## config.mk

```make
export PLATFORM = sky130hd
export DESIGN_NAME = riscv_multicycle_ctrl
export DESIGN_NICKNAME = d
export VERILOG_FILES = /design/src/rtl/riscv_multicycle_ctrl.sv
export SDC_FILE = /design/constraint.sdc
export NUM_CORES = 1
export LEC_CHECK = 0
export CAP_MARGIN = 25
export CELL_PAD_IN_SITES_DETAIL_PLACEMENT = 1
export CELL_PAD_IN_SITES_GLOBAL_PLACEMENT = 1
export CORE_UTILIZATION = 33
export CTS_CLUSTER_DIAMETER = 120
export DETAILED_ROUTE_END_ITERATION = 8
export GPL_ROUTABILITY_DRIVEN = 1
export PLACE_DENSITY = 0.94
export SLEW_MARGIN = 20
export SYNTH_ARGS = -nofsm -noshare
export SYNTH_HDL_FRONTEND = slang
export SYNTH_SLANG_ARGS = --single-unit
export TNS_END_PERCENT = 10
```

## constraint.sdc

```tcl
create_clock -name clk -period 6.6 [get_ports clk]
set_clock_uncertainty 0.15 [all_clocks]
set_input_delay 0.99 -clock clk [delete_from_list [all_inputs] [get_ports clk]]
set_output_delay 0.99 -clock clk [all_outputs]
set_load 0.005 [all_outputs]
```

## src/rtl/riscv_multicycle_ctrl.sv

```systemverilog
// riscv_multicycle_ctrl: control FSM for a multicycle RV32I datapath that
// shares one ALU and one unified instruction/data memory port. It sequences
// fetch, decode, execute, memory and writeback for R/I-ALU, LW, SW, BEQ, JAL, LUI.
// Optional build macro MC_CTRL_PERF_EN adds the cycle and retired-instruction
// performance counters. Without it both counter outputs are tied to 0.
module riscv_multicycle_ctrl #(
  parameter int unsigned TIMEOUT_CYCLES = 255,
  parameter int unsigned PERF_W         = 32
) (
  input  logic              clk,
  input  logic              reset,
  input  logic [6:0]        opcode,
  input  logic              zero,
  input  logic              mem_ready,
  output logic              mem_req,
  output logic              mem_we,
  output logic              addr_src,
  output logic              ir_write,
  output logic              pc_write,
  output logic              pc_write_cond,
  output logic              reg_write,
  output logic [1:0]        result_src,
  output logic [1:0]        alu_src_a,
  output logic [1:0]        alu_src_b,
  output logic [1:0]        alu_op,
  output logic [3:0]        state,
  output logic              retire,
  output logic              illegal,
  output logic              timeout,
  output logic [PERF_W-1:0] cycle_cnt,
  output logic [PERF_W-1:0] instret_cnt
);

  typedef enum logic [3:0] {
    S_FETCH    = 4'd0,  S_DECODE = 4'd1,  S_MEMADDR = 4'd2,  S_MEMREAD = 4'd3,
    S_MEMWB    = 4'd4,  S_MEMWRITE = 4'd5, S_EXEC_R = 4'd6,  S_EXEC_I  = 4'd7,
    S_ALUWB    = 4'd8,  S_BRANCH = 4'd9,  S_JAL     = 4'd10, S_LUI     = 4'd11,
    S_TRAP     = 4'd12
  } state_e;

  localparam logic [6:0] OP_LOAD   = 7'b0000011;
  localparam logic [6:0] OP_STORE  = 7'b0100011;
  localparam logic [6:0] OP_R      = 7'b0110011;
  localparam logic [6:0] OP_I      = 7'b0010011;
  localparam logic [6:0] OP_BRANCH = 7'b1100011;
  localparam logic [6:0] OP_JAL    = 7'b1101111;
  localparam logic [6:0] OP_LUI    = 7'b0110111;

  // Wait counter only needs to reach TIMEOUT_CYCLES-1 before trapping.
  localparam bit              TO_EN     = (TIMEOUT_CYCLES != 0);
  localparam int unsigned     WAIT_W    = (TIMEOUT_CYCLES > 1) ? $clog2(TIMEOUT_CYCLES) : 1;
  localparam logic [WAIT_W-1:0] WAIT_LAST = WAIT_W'((TIMEOUT_CYCLES > 0) ? TIMEOUT_CYCLES - 1 : 0);
  localparam logic [WAIT_W-1:0] WAIT_ONE  = WAIT_W'(1);

  // Moore part of the control word; registered from the next state so the
  // outputs come straight from flops.
  typedef struct packed {
    logic       mem_req;
    logic       mem_we;
    logic       addr_src;
    logic       pc_write;
    logic       pc_write_cond;
    logic       reg_write;
    logic [1:0] result_src;
    logic [1:0] alu_src_a;
    logic [1:0] alu_src_b;
    logic [1:0] alu_op;
    logic       retire;
  } ctrl_t;

  function automatic ctrl_t ctrl_of(input state_e st);
    ctrl_t c;
    c = '0;
    case (st)
      S_FETCH:    begin c.mem_req = 1'b1; c.alu_src_b = 2'b10; end
      S_DECODE:   begin c.alu_src_a = 2'b01; c.alu_src_b = 2'b01; end
      S_MEMADDR:  begin c.alu_src_a = 2'b10; c.alu_src_b = 2'b01; end
      S_MEMREAD:  begin c.mem_req = 1'b1; c.addr_src = 1'b1; end
      S_MEMWB:    begin c.reg_write = 1'b1; c.result_src = 2'b01; c.retire = 1'b1; end
      S_MEMWRITE: begin c.mem_req = 1'b1; c.mem_we = 1'b1; c.addr_src = 1'b1; end
      S_EXEC_R:   begin c.alu_src_a = 2'b10; c.alu_src_b = 2'b00; c.alu_op = 2'b10; end
      S_EXEC_I:   begin c.alu_src_a = 2'b10; c.alu_src_b = 2'b01; c.alu_op = 2'b10; end
      S_ALUWB:    begin c.reg_write = 1'b1; c.retire = 1'b1; end
      S_BRANCH:   begin c.alu_src_a = 2'b10; c.alu_op = 2'b01; c.pc_write_cond = 1'b1;
                        c.retire = 1'b1; end
      S_JAL:      begin c.pc_write = 1'b1; c.alu_src_a = 2'b01; c.alu_src_b = 2'b10; end
      S_LUI:      begin c.alu_src_a = 2'b11; c.alu_src_b = 2'b01; end
      default:    c = '0;
    endcase
    return c;
  endfunction

  state_e            state_q, state_d;
  ctrl_t             ctrl_q;
  logic [WAIT_W-1:0] wait_q, wait_d;
  logic              illegal_q, illegal_d;
  logic              timeout_q, timeout_d;
  logic              mem_wait_s;
  logic              fetch_hit_s;
  logic              zero_unused_s;

  // The branch decision is made in the datapath from pc_write_cond and zero.
  assign zero_unused_s = zero;

  // Next-state, memory wait counting and sticky trap causes.
  always_comb begin
    state_d    = state_q;
    wait_d     = '0;
    illegal_d  = illegal_q;
    timeout_d  = timeout_q;
    mem_wait_s = 1'b0;
    case (state_q)
      S_FETCH: begin
        if (mem_ready) state_d = S_DECODE;
        else           mem_wait_s = 1'b1;
      end
      S_DECODE: begin
        case (opcode)
          OP_LOAD, OP_STORE: state_d = S_MEMADDR;
          OP_R:              state_d = S_EXEC_R;
          OP_I:              state_d = S_EXEC_I;
          OP_BRANCH:         state_d = S_BRANCH;
          OP_JAL:            state_d = S_JAL;
          OP_LUI:            state_d = S_LUI;
          default: begin
            state_d   = S_TRAP;
            illegal_d = 1'b1;
          end
        endcase
      end
      S_MEMADDR: begin
        if (opcode == OP_LOAD) state_d = S_MEMREAD;
        else                   state_d = S_MEMWRITE;
      end
      S_MEMREAD: begin
        if (mem_ready) state_d = S_MEMWB;
        else           mem_wait_s = 1'b1;
      end
      S_MEMWRITE: begin
        if (mem_ready) state_d = S_FETCH;
        else           mem_wait_s = 1'b1;
      end
      S_MEMWB, S_ALUWB, S_BRANCH: state_d = S_FETCH;
      S_EXEC_R, S_EXEC_I, S_JAL, S_LUI: state_d = S_ALUWB;
      S_TRAP:  state_d = S_TRAP;
      default: state_d = S_TRAP;
    endcase
    // A ready on the last allowed wait cycle never reaches this branch.
    if (mem_wait_s) begin
      if (TO_EN && (wait_q == WAIT_LAST)) begin
        state_d   = S_TRAP;
        timeout_d = 1'b1;
      end else begin
        wait_d = wait_q + WAIT_ONE;
      end
    end else begin
      wait_d = '0;
    end
  end

  // FSM state, registered control word, wait counter and sticky flags.
  always_ff @(posedge clk or negedge reset) begin
    if (!reset) begin
      state_q   <= S_FETCH;
      ctrl_q    <= ctrl_of(S_FETCH);
      wait_q    <= '0;
      illegal_q <= 1'b0;
      timeout_q <= 1'b0;
    end else begin
      state_q   <= state_d;
      ctrl_q    <= ctrl_of(state_d);
      wait_q    <= wait_d;
      illegal_q <= illegal_d;
      timeout_q <= timeout_d;
    end
  end

  // Fetch handshake completes: the only Mealy load of IR/oldPC and PC.
  assign fetch_hit_s   = reset & (state_q == S_FETCH) & mem_ready;

  assign mem_req       = reset & ctrl_q.mem_req;
  assign mem_we        = reset & ctrl_q.mem_we;
  assign addr_src      = reset & ctrl_q.addr_src;
  assign ir_write      = fetch_hit_s;
  assign pc_write      = (reset & ctrl_q.pc_write) | fetch_hit_s;
  assign pc_write_cond = reset & ctrl_q.pc_write_cond;
  assign reg_write     = reset & ctrl_q.reg_write;
  assign result_src    = reset ? ctrl_q.result_src : 2'b00;
  assign alu_src_a     = reset ? ctrl_q.alu_src_a  : 2'b00;
  assign alu_src_b     = reset ? ctrl_q.alu_src_b  : 2'b00;
  assign alu_op        = reset ? ctrl_q.alu_op     : 2'b00;
  assign retire        = reset & (ctrl_q.retire | ((state_q == S_MEMWRITE) & mem_ready));
  assign state         = state_q;
  assign illegal       = illegal_q;
  assign timeout       = timeout_q;

`ifdef MC_CTRL_PERF_EN
  localparam logic [PERF_W-1:0] PERF_ONE = PERF_W'(1);
  logic [PERF_W-1:0] cycle_cnt_q;
  logic [PERF_W-1:0] instret_cnt_q;

  // Count live (non-trap) cycles and retired instructions, wrapping freely.
  always_ff @(posedge clk or negedge reset) begin
    if (!reset) begin
      cycle_cnt_q   <= '0;
      instret_cnt_q <= '0;
    end else begin
      if (state_q != S_TRAP) cycle_cnt_q <= cycle_cnt_q + PERF_ONE;
      else                   cycle_cnt_q <= cycle_cnt_q;
      if (retire) instret_cnt_q <= instret_cnt_q + PERF_ONE;
      else        instret_cnt_q <= instret_cnt_q;
    end
  end

  assign cycle_cnt   = cycle_cnt_q;
  assign instret_cnt = instret_cnt_q;
`else
  assign cycle_cnt   = '0;
  assign instret_cnt = '0;
`endif

endmodule

```

; ---- After elaboration in Yosys (flattened, before gate mapping)
; Cells that the tools add are included.
; W data, S select, Z words.
[classes]
addsub = 1
reduce_logical = 18
n_eq_ne = 30
muxes = 27
bitwise_logic = 13
[op_table]
columns = op, n
row1 = $eq A4 B3 Y1 const B, 8
row2 = $eq A4 B4 Y1 const B, 8
row3 = $pmux W4 S7, 1
row4 = $pmux W4 S6, 1
row5 = $eq A7 B6 Y1 const B, 3
row6 = $mux W4, 5
row7 = $eq A4 B2 Y1 const B, 4
row8 = $mux W8, 2
row9 = $eq A7 B7 Y1 const B, 2
row10 = $reduce_or A2 Y1, 6
row11 = $reduce_or A3 Y1, 4
row12 = $reduce_or A4 Y1, 3
row13 = $and A1 B1 Y1, 10
row14 = $mux W1, 10
row15 = $add A8 B1 Y8 const B, 1
row16 = $eq A4 B1 Y1 const B, 2
row17 = $eq A8 B8 Y1 const B, 1
row18 = $logic_not A4 Y1, 2
row19 = $mux W2, 4
row20 = $pmux W2 S2, 2
row21 = $eq A7 B2 Y1 const B, 1
row22 = $eq A7 B5 Y1 const B, 1
row23 = $reduce_or A7 Y1, 1
row24 = $pmux W2 S3, 1
row25 = other kinds (4), 6
[word_totals]
reg_bits = 29
inputBits = 11
out_inout_bits = 86
elab_cells = 104

; ---- Logic depth before layout (Yosys ltp)
[logic_depth]
ltp_word = 9
depth_mapped = 7
depth_no_buf = 6

; ---- Worst setup path after synthesis
; Ideal clock, no wire load.
[synth_timing]
kind = in2reg
start = input opcode[2]
end = register ctrl_q[13] (netlist bit)
slack_ps = 3844
cell_stages = 5
t_arrival_ps = 2512
n_path_buf = 1
cell_sequence = clkbuf_1 > or3b_2 > a2111oi_4 > a211oi_1 > nor4b_4
[synth_via]
elab_chain_len = 8
elab_cells_between_ends = 15
[synth_rtl]
columns = item, line_no
row1 = from (decl), 12  ; input logic [6:0] opcode,
row2 = $eq A7 B2 Y1 or $eq A7 B6 Y1 (tied branches), "118, 132"
row3 = $reduce_or A2 Y1, -
row4 = $pmux W4 S6, 118  ; case (opcode)
row5 = $pmux W4 S7 *, 112  ; case (state_q)
row6 = $mux W4, 150  ; if (TO_EN && (wait_q == WAIT_LAST)) begin
row7 = $mux W4 *, 149  ; if (mem_wait_s) begin
row8 = $eq A4 B3 Y1 *, 74  ; case (st)
row9 = $mux W1 *, 74
row10 = to (signal assigned), 165  ; ctrl_q <= ctrl_of(S_FETCH);
row11 = to (signal assigned), 171  ; ctrl_q <= ctrl_of(state_d);
row12 = to (decl), 94  ; ctrl_t ctrl_q;
; Every way passes the cells marked *; elsewhere a longest branch is shown, timed or not.
; A chain may end at the register's enable or synchronous reset.

; ---- Final worst setup path
[layout_timing]
start = input mem_ready
end = output ir_write
[layout_via]
elab_chain_len = 1
[layout_rtl]
columns = item, line_no
row1 = from (decl), 14  ; input logic mem_ready,
row2 = $and A1 B1 Y1, 179  ; assign fetch_hit_s = reset & (state_q == S_FETCH) & mem_ready;
row3 = to (decl), 18  ; output logic ir_write,
; No other way between the ends.

==> results.sh <==
export IMPL_final_common_cell="conb_1"
export IMPL_path_class="in2out"
export IMPL_die_w_um=83.1
export IMPL_avgSynthCellArea_um2=9.23
export IMPL_finalHoldViolations=0
export IMPL_post_route_drc_count=0
export IMPL_nets=273
export IMPL_io_pins=97
export IMPL_grt_pass1_vias=1477
export IMPL_grt_pass1_wl_mm=7.21
export IMPL_antenna_left=0
export IMPL_synthFlopType="dfrtp_1"
export IMPL_cts_sinks=28
export IMPL_path_clk_slew_ns=0.10
export IMPL_path_cells="clkdlybuf4s50_1 -> nand2_1 -> nor3_1 -> and2_1 -> clkdlybuf4s50_1"
export IMPL_slowest_delay_ns=0.65
export IMPL_synth_seq_cells=28
export IMPL_htree_levels=1
export IMPL_first_pass_iters=4
export IMPL_vias_per_cell=4.52
export IMPL_worstSkewPairLatency_ns=0.28
export IMPL_postCtsHoldBufs=0
export IMPL_crit_required_ns=5.46
export IMPL_dp_hpwl_mm=3.23
export IMPL_syn_cell_area_um2=2170
export IMPL_core_area_um2=6350
export IMPL_hold_class="reg2reg"
export IMPL_maxSlewViolCount=0
export IMPL_setup_viol=0
export IMPL_port_buffers=30
export IMPL_slew_headroom=0.299
export IMPL_post_cts_buffers=0
export IMPL_cellLeakagePower_nw=1.05
export IMPL_ys_types=60
export IMPL_critPathSlowestCell="clkdlybuf4s50_1"
export IMPL_via_count=1520
export IMPL_grt_max_degree=44
export IMPL_synth_async_sr_flop_share=1.00
export IMPL_finalHoldWorstSlack_ns=0.321
export IMPL_p_total_w=0.000581
export IMPL_overflow=0
export IMPL_setup_ws_ns=2.81
export IMPL_wl_per_cell_um=12.9
export IMPL_cts_tree="built"
export IMPL_fmax_ghz=0.264
export IMPL_wirelength_mm=4.33
export IMPL_cp_end_kind="output port"
export IMPL_die_h_um=83.1
export IMPL_critPathLaunchType="primary input"
export IMPL_dieArea_um2=6900
export IMPL_crit_fanout=10
export IMPL_area_delta_synth_final_pct=7.04
export IMPL_syn_inst=235
export IMPL_yosysWarningCount=0
export IMPL_worst_r2r_setup_slack_ns=4.02
export IMPL_ctsRootBufferMaster="clkbuf_8"
export IMPL_start_util=0.342
export IMPL_ys_seq_area_frac=0.324
export IMPL_pre_cts_ws_ns=2.81
export IMPL_ctsResizeCount=0
export IMPL_antenna_found_initial=0
export IMPL_clk_path_buf_depth=2
export IMPL_fin_tns_setup_ns=0
export IMPL_crit_buf_inv=2
export IMPL_cap_violations=0
export IMPL_rsz0062_at_grt="false"
export IMPL_critPathArrivalTime_ns=2.65
export IMPL_first_iter_violations=92
export IMPL_row_count=29
export IMPL_power_density_nw_per_um2=250
export IMPL_layout_common_cells="conb_1 (65), clkdlybuf4s50_1 (30), dfrtp_1 (26)"
export IMPL_path_common_cell="clkdlybuf4s50_1"
export IMPL_drive_above_1_share=0.0849
export IMPL_ir_drop_v=0.0000921
export IMPL_track_usage=0.125
export IMPL_cp_top_family="buffers and inverters"
export IMPL_fin_crit_ns=3.79
export IMPL_gp_routability_congestion=0.829
export IMPL_fin_crit_sh=0.574
export IMPL_cts_buffers=3
export IMPL_status="complete, no violations"
export IMPL_synth_edf_count=0
export IMPL_worst_slew_pin_slew_ns=1.04
export IMPL_n_antenna_cell=0
-- per-layer routing --
layer / part of all wire / global-route usage / up-vias
met5: 0 / 0 / -
met4: 0.0065 / 0.0282 / 0
met3: 0.056 / 0.0258 / 4
met2: 0.50 / 0.221 / 62
met1: 0.44 / 0.157 / 737
li1: - / - / 717
-- metrics by stage --
| stage | util | std cells | area (um2) |
|---|---|---|---|
| floorplan | - | 299 | 2410 |
| finish | 0.366 | 336 | 2320 |
| global route | 0.366 | 336 | 2320 |
| CTS | 0.366 | 336 | 2320 |
| detailed placement | 0.359 | 332 | 2280 |
| global placement | 0.359 | 332 | 2280 |
-- cells in the mapped netlist, types with 3 or more instances --
library cell	number	area share
a211oi_1	3	0.010
o21ai_0	3	0.0069
nand2_1	12	0.021
clkbuf_1	6	0.010
xnor2_1	3	0.012
and4_1	3	0.012
and2_1	15	0.043
dfrtp_1	26	0.30
nor3_1	5	0.012
xor2_1	5	0.020
a21o_1	3	0.010
or2_2	3	0.0087
nand2b_1	6	0.017
or3b_2	3	0.012
inv_1	4	0.0069
nor2_1	14	0.024
buf_4	65	0.22
nand3_1	4	0.0092
-- layout make-up --
| type | count | area, um2 |
|---|---|---|
| fill | 750 | 4030 |
| inverter | 4 | 15.0 |
| multi-input combinational | 192 | 1150 |
| clock buffer | 4 | 45.0 |
| timing repair buffer | 31 | 308 |
| sequential | 28 | 703 |
| tap | 77 | 96.3 |
-- report_power, final --
part	switching, W	total [W]	internal [W]
sequential	0.0000399	0.000247	0.000207
clock	0.0000529	0.0000962	0.0000433
combinational	0.000122	0.000238	0.000116
total	0.000215	0.000581	0.000367
-- flip-flops by register name (all words and copies together) (netlist names) --
| register | count |
|---|---|
| wait_q | 8 |
| timeout | 1 |
| illegal | 1 |
| state | 4 |
| ctrl_q | 14 |
-- cells by family after synthesis --
kind of cell	after synthesis	synth area share
mux	1	0.00461
xor+xnor	8	0.0323
flops	28	0.324
compound gates	31	0.123
other cells	1	0.00173
simple gates	85	0.248
fa+ha+maj	2	0.0115
buf+inv	79	0.254
-- worst paths after layout --
path	startpoint	to	depth (start not counted)
max in group asynchronous	reset	ctrl_q[14]$_DFF_PN1_	2
min reg2reg	illegal$_DFFE_PN0P_	illegal$_DFFE_PN0P_	1
max	mem_ready	ir_write	5
min	illegal$_DFFE_PN0P_	illegal$_DFFE_PN0P_	1
max reg2reg	state[2]$_DFF_PN0_	ctrl_q[14]$_DFF_PN1_	5
min in group asynchronous	reset	ctrl_q[7]$_DFF_PN0_	2
(Power assumes the default switching activity.)
